===== src/rtl/pc_fetch_ctrl_if.sv =====
// pc_fetch_ctrl_if: instruction-memory request/ack bus between fetch controller and imem
interface pc_fetch_ctrl_if #(parameter int ADDR_W = 8);
    logic              req;
    logic [ADDR_W-1:0] addr;
    logic              ack;
    modport master (output req, output addr, input ack);
    modport slave  (input req, input addr, output ack);
endinterface


===== src/rtl/pc_fetch_ctrl.sv =====
// pc_fetch_ctrl: PC fetch sequencer (IDLE/REQ/ISSUE/HALT); ACK_TIMEOUT_EN adds an imem ack timeout
module pc_fetch_ctrl #(
    parameter int ADDR_W     = 8,
    parameter int STEP       = 1,
    parameter int RESET_ADDR = 0,
    parameter int TIMEOUT    = 15
) (
    input  logic              clk,
    input  logic              reset,
    input  logic              start,
    input  logic              stall,
    input  logic              halt,
    input  logic              branch_en,
    input  logic [ADDR_W-1:0] branch_off,
    input  logic              jump_en,
    input  logic [ADDR_W-1:0] jump_addr,
    pc_fetch_ctrl_if.master   imem,
    output logic              instr_valid,
    output logic [ADDR_W-1:0] pc_next,
    output logic              pc_we,
    output logic [ADDR_W-1:0] pc_cur,
    output logic              halted,
    output logic              fetch_err
);
    localparam logic [ADDR_W-1:0] STEP_V  = ADDR_W'(STEP);
    localparam logic [ADDR_W-1:0] RESET_V = ADDR_W'(RESET_ADDR);

    typedef enum logic [1:0] {IDLE, REQ, ISSUE, HALT} state_t;

    state_t            state, state_nx;
    logic              upd, tmo;
    logic [ADDR_W-1:0] target;

    assign imem.req    = state == REQ;
    assign imem.addr   = pc_cur;
    assign instr_valid = state == ISSUE;
    assign halted      = state == HALT;
    assign upd         = state == ISSUE && !stall;
    assign target      = jump_en ? jump_addr : branch_en ? pc_cur + branch_off : pc_cur + STEP_V;

`ifdef ACK_TIMEOUT_EN
    localparam int CW = $clog2(TIMEOUT + 1);
    logic [CW-1:0] cnt;
    logic          err;
    assign tmo       = state == REQ && !imem.ack && cnt == CW'(TIMEOUT - 1);
    assign fetch_err = err;
    // count unanswered REQ cycles; zero outside REQ so each REQ entry starts clean
    always_ff @(posedge clk) begin
        if (reset) begin
            cnt <= '0;
            err <= 1'b0;
        end else begin
            cnt <= (state == REQ && !imem.ack) ? cnt + 1'b1 : '0;
            err <= err | tmo;
        end
    end
`else
    assign tmo       = 1'b0;
    assign fetch_err = 1'b0;
`endif

    // next-state selection
    always_comb begin
        state_nx = state;
        case (state)
            IDLE:    state_nx = start ? REQ : IDLE;
            REQ:     state_nx = imem.ack ? ISSUE : tmo ? HALT : REQ;
            ISSUE:   state_nx = stall ? ISSUE : halt ? HALT : REQ;
            default: state_nx = HALT;
        endcase
    end

    // state, PC and load-strobe registers
    always_ff @(posedge clk) begin
        if (reset) begin
            state   <= IDLE;
            pc_cur  <= RESET_V;
            pc_next <= RESET_V;
            pc_we   <= 1'b0;
        end else begin
            state <= state_nx;
            pc_we <= upd;
            if (upd) begin
                pc_cur  <= target;
                pc_next <= target;
            end
        end
    end
endmodule


===== src/flat_wrapper.sv =====
// flat-port wrapper written by rule: the top's interface ports become plain ports
module pc_fetch_ctrl_flat 
#(
    parameter int ADDR_W     = 8,
    parameter int STEP       = 1,
    parameter int RESET_ADDR = 0,
    parameter int TIMEOUT    = 15
)
  (clk, reset, start, stall, halt, branch_en, branch_off, jump_en, jump_addr, instr_valid, pc_next, pc_we, pc_cur, halted, fetch_err, imem_req, imem_addr, imem_ack);
  pc_fetch_ctrl_if #(.ADDR_W(ADDR_W)) imem_i ();
  input  logic clk;
  input  logic reset;
  input  logic start;
  input  logic stall;
  input  logic halt;
  input  logic branch_en;
  input  logic [ADDR_W-1:0] branch_off;
  input  logic jump_en;
  input  logic [ADDR_W-1:0] jump_addr;
  output logic instr_valid;
  output logic [ADDR_W-1:0] pc_next;
  output logic pc_we;
  output logic [ADDR_W-1:0] pc_cur;
  output logic halted;
  output logic fetch_err;
  output wire logic [$bits(imem_i.req)-1:0] imem_req;
  output wire logic [$bits(imem_i.addr)-1:0] imem_addr;
  input wire logic [$bits(imem_i.ack)-1:0] imem_ack;
  assign imem_req = imem_i.req;
  assign imem_addr = imem_i.addr;
  assign imem_i.ack = imem_ack;
  pc_fetch_ctrl #(.ADDR_W(ADDR_W), .STEP(STEP), .RESET_ADDR(RESET_ADDR), .TIMEOUT(TIMEOUT)) u_core (.clk(clk), .reset(reset), .start(start), .stall(stall), .halt(halt), .branch_en(branch_en), .branch_off(branch_off), .jump_en(jump_en), .jump_addr(jump_addr), .imem(imem_i), .instr_valid(instr_valid), .pc_next(pc_next), .pc_we(pc_we), .pc_cur(pc_cur), .halted(halted), .fetch_err(fetch_err));
endmodule

===== config.mk =====
export PLATFORM = sky130hd
export DESIGN_NAME = pc_fetch_ctrl_flat
export DESIGN_NICKNAME = d
export VERILOG_FILES = /design/src/rtl/pc_fetch_ctrl_if.sv /design/src/rtl/pc_fetch_ctrl.sv /design/src/flat_wrapper.sv
export SDC_FILE = /design/constraint.sdc
export NUM_CORES = 1
export LEC_CHECK = 0
export ABC_AREA = 0
export ABC_CLOCK_PERIOD_IN_PS = 2700
export CORE_MARGIN = 10
export CORE_UTILIZATION = 41
export CTS_BUF_LIST = sky130_fd_sc_hd__clkbuf_2 sky130_fd_sc_hd__clkbuf_4 sky130_fd_sc_hd__clkbuf_8
export DETAILED_ROUTE_END_ITERATION = 12
export PLACE_DENSITY = 0.91
export SLEW_MARGIN = 20
export SYNTH_ARGS = -nofsm -noshare
export SYNTH_HDL_FRONTEND = slang
export SYNTH_SLANG_ARGS = --single-unit

===== constraint.sdc =====
create_clock -name clk -period 2.7 [get_ports clk]
set_clock_uncertainty 0.15 [all_clocks]
set_input_delay 0.675 -clock clk [delete_from_list [all_inputs] [get_ports clk]]
set_output_delay 0.675 -clock clk [all_outputs]
set_load 0.02 [all_outputs]

==> flow_summary.json <==
{
  "antennaDiodeCount": 0,
  "grt_pass1_vias": 1089,
  "avgSynthCellArea_um2": 7.727,
  "gp_congestion": 0.8881,
  "totalWireLength_um": 3408,
  "clock-root-buffer": "clkbuf_4",
  "dp_hpwl_um": 2728,
  "ctsHoldBuffers": 0,
  "synth_nets": 163,
  "finalHoldViolations": 0,
  "die-width_um": 69.69,
  "first_pass_iters": 4,
  "drc": 0,
  "core_um2": 2276,
  "grt-ovfl-total": 0,
  "drt_iter0_drc": 73,
  "synth_edf_count": 0,
  "clkTransAtPathRegs_ns": 0.07,
  "setup_viol": 0,
  "cts_buffers": 3,
  "avgRoutedWirePerCell_um": 16.87,
  "synthFlopType": "dfxtp_1",
  "status": "completed",
  "synth_area_leader_cell": "dfxtp_1",
  "end_kind": "register",
  "crit_arrival_ns": 2.67,
  "mostFrequentLayoutCells": "50 x clkdlybuf4s50_1, 11 x nor2_1, 11 x buf_4, 11 x dfxtp_1, 10 x nand2_1",
  "synth-async-reset-ratio_pct": 0,
  "io_pins": 53,
  "cts.path.max_buffers": 2,
  "grt_pass1_wl_um": 5299,
  "use_met2_pct": 24.60,
  "crit_type": "in2reg",
  "p_leak_nw": 0.5977,
  "grt_max_degree": 12,
  "grt_setup_unrepaired": "no",
  "ys_seq_area_share_pct": 21.76,
  "vias": 1089,
  "fin_tns_setup_ns": 0,
  "pre_cts_ws_ns": -0.3979,
  "busiest_layer": "met2",
  "fin_crit_ns": 2.653,
  "cts_sinks": 11,
  "start_kind": "primary input",
  "area_growth_pct": 51.05,
  "path_max_fanout": 5,
  "die_h_um": 69.69,
  "nets": 207,
  "yosysUniqueCellTypes": 40,
  "initial_core_util_pct": 44.47,
  "grt_util_all_layers_pct": 12.93,
  "tritoncts": "built",
  "period_share_pct": 98.25,
  "die_area_um2": 4856,
  "syn_area_um2": 1012,
  "layout-drive-gt1-share_pct": 14.94,
  "layout_commonest_cell": "clkdlybuf4s50_1",
  "fmax_mhz": 377.0,
  "hold_class": "reg2reg",
  "ys_warn_count": 0,
  "viasPerCell": 5.391,
  "slew_viol_final": 0,
  "placementRows": 17,
  "clk_latency_ns": 0.28,
  "synth_top_cell_area_share_pct": 21.76,
  "power_density_nw_per_um2": 323.3,
  "rrSetupSlack_ns": 0.61,
  "antenna_found_initial": 0,
  "ant_nets": 0,
  "peakVddDrop_mv": 0.3353,
  "port_buffers": 51,
  "cts.htree.levels": 1,
  "max-cap-violations": 0,
  "met1_usage_pct": 13.00,
  "ys_ff_latch": 11,
  "ys_top_cells_by_area": "dfxtp_1 22%, buf_4 13%, ha_1 8.7%",
  "fin_ws_ns": 0.04738,
  "required_ns": 2.72,
  "grtUsageMet3_pct": 4.137,
  "syn_inst": 131
}
## through the flow
step           cell area (µm²)  utilization [%]  instances  hold WS [ns]  total power [mW]
6_report                  1529            67.18        202        0.3759            0.4943
5_1_grt                   1529            67.18        202        0.4045            0.5175
4_1_cts                   1510            66.36        202        0.3743            0.4908
3_5_place_dp              1481            65.09        198        0.3623            0.3634
3_3_place_gp              1481            65.09        198        0.3427            0.3564
2_1_floorplan             1012                -        131        0.3316            0.2830
## synth_stat cells (all sizes together), types with 2 or more instances
cell and number:
buf 21, inv 5, nor3 6, dfxtp 11, xor2 2, nor2b 4
nand2 10, nand2b 2, ha 7, o21ai 10, nand3b 2, a21oi 7
a211oi 7, and2 6, or3 2, o21bai 2, nor2 11, clkbuf 2
## metal layers
metal | wire length [µm] | part of all wire (%) | vias up
met2 | 1816 | 53 | 59
li1 | - | - | 528
met5 | 0 | 0 | -
met1 | 1219 | 36 | 496
met4 | 70 | 2.1 | 0
met3 | 302 | 8.9 | 6
## report_power, final
group	total, mW	internal (mW)	switching, mW
sequential	0.180	0.170	0.00985
combinational	0.184	0.0978	0.0863
clock	0.131	0.0674	0.0632
total	0.494	0.335	0.159
## cells by family after synthesis
logic type	after synthesis	share of synthesized area [%]
other	1	0.3705
DFF	11	21.76
AOI/OAI and AO/OA	34	24.10
and+or+nand+nor	45	22.00
muxes	1	0.9889
adders and majority gates	8	10.63
xor gates and xnor gates	3	2.596
buffers and inverters	28	17.55
## state kept, by name, indices dropped and copies added (netlist names)
name / cells
u_core.pc_next: 8
u_core.pc_we: 1
u_core.state: 2
## final timing paths
path	depth (start not counted)	from	end
min	2	u_core.state[1]	u_core.state[1]
max reg2reg	9	u_core.pc_next[0]	u_core.pc_next[6]
min reg2reg	2	u_core.state[1]	u_core.state[1]
max	9	branch_off[4]	u_core.pc_next[7]
## area by class of cell
| class | count | area, µm² |
|---|---|---|
| Timing Repair Buffer | 62 | 591.8 |
| Multi-Input combinational cell | 92 | 633.1 |
| Fill cell | 192 | 747.0 |
| Tap cell | 28 | 35.03 |
| Sequential cell | 11 | 220.2 |
| Inverter | 5 | 18.77 |
| Clock buffer | 4 | 30.03 |
## worst max-delay path: stages
cell and delay, ns:
clkdlybuf4s50_1 0.41, and2_1 0.16, ha_2 0.39, a21oi_2 0.08, o21bai_1 0.24, or3_1 0.17, a211oi_2 0.06, a211o_1 0.28
a32o_2 0.22
## timing repair
item | CTS | global route
setup buffers | 0 | 0
resized for setup | 1 | 6
endpoints found under the hold margin | 0 | 0
setup endpoints to repair | 3 | 3
pin swaps | 0 | 1
Power figures use the tool's default switching activity.
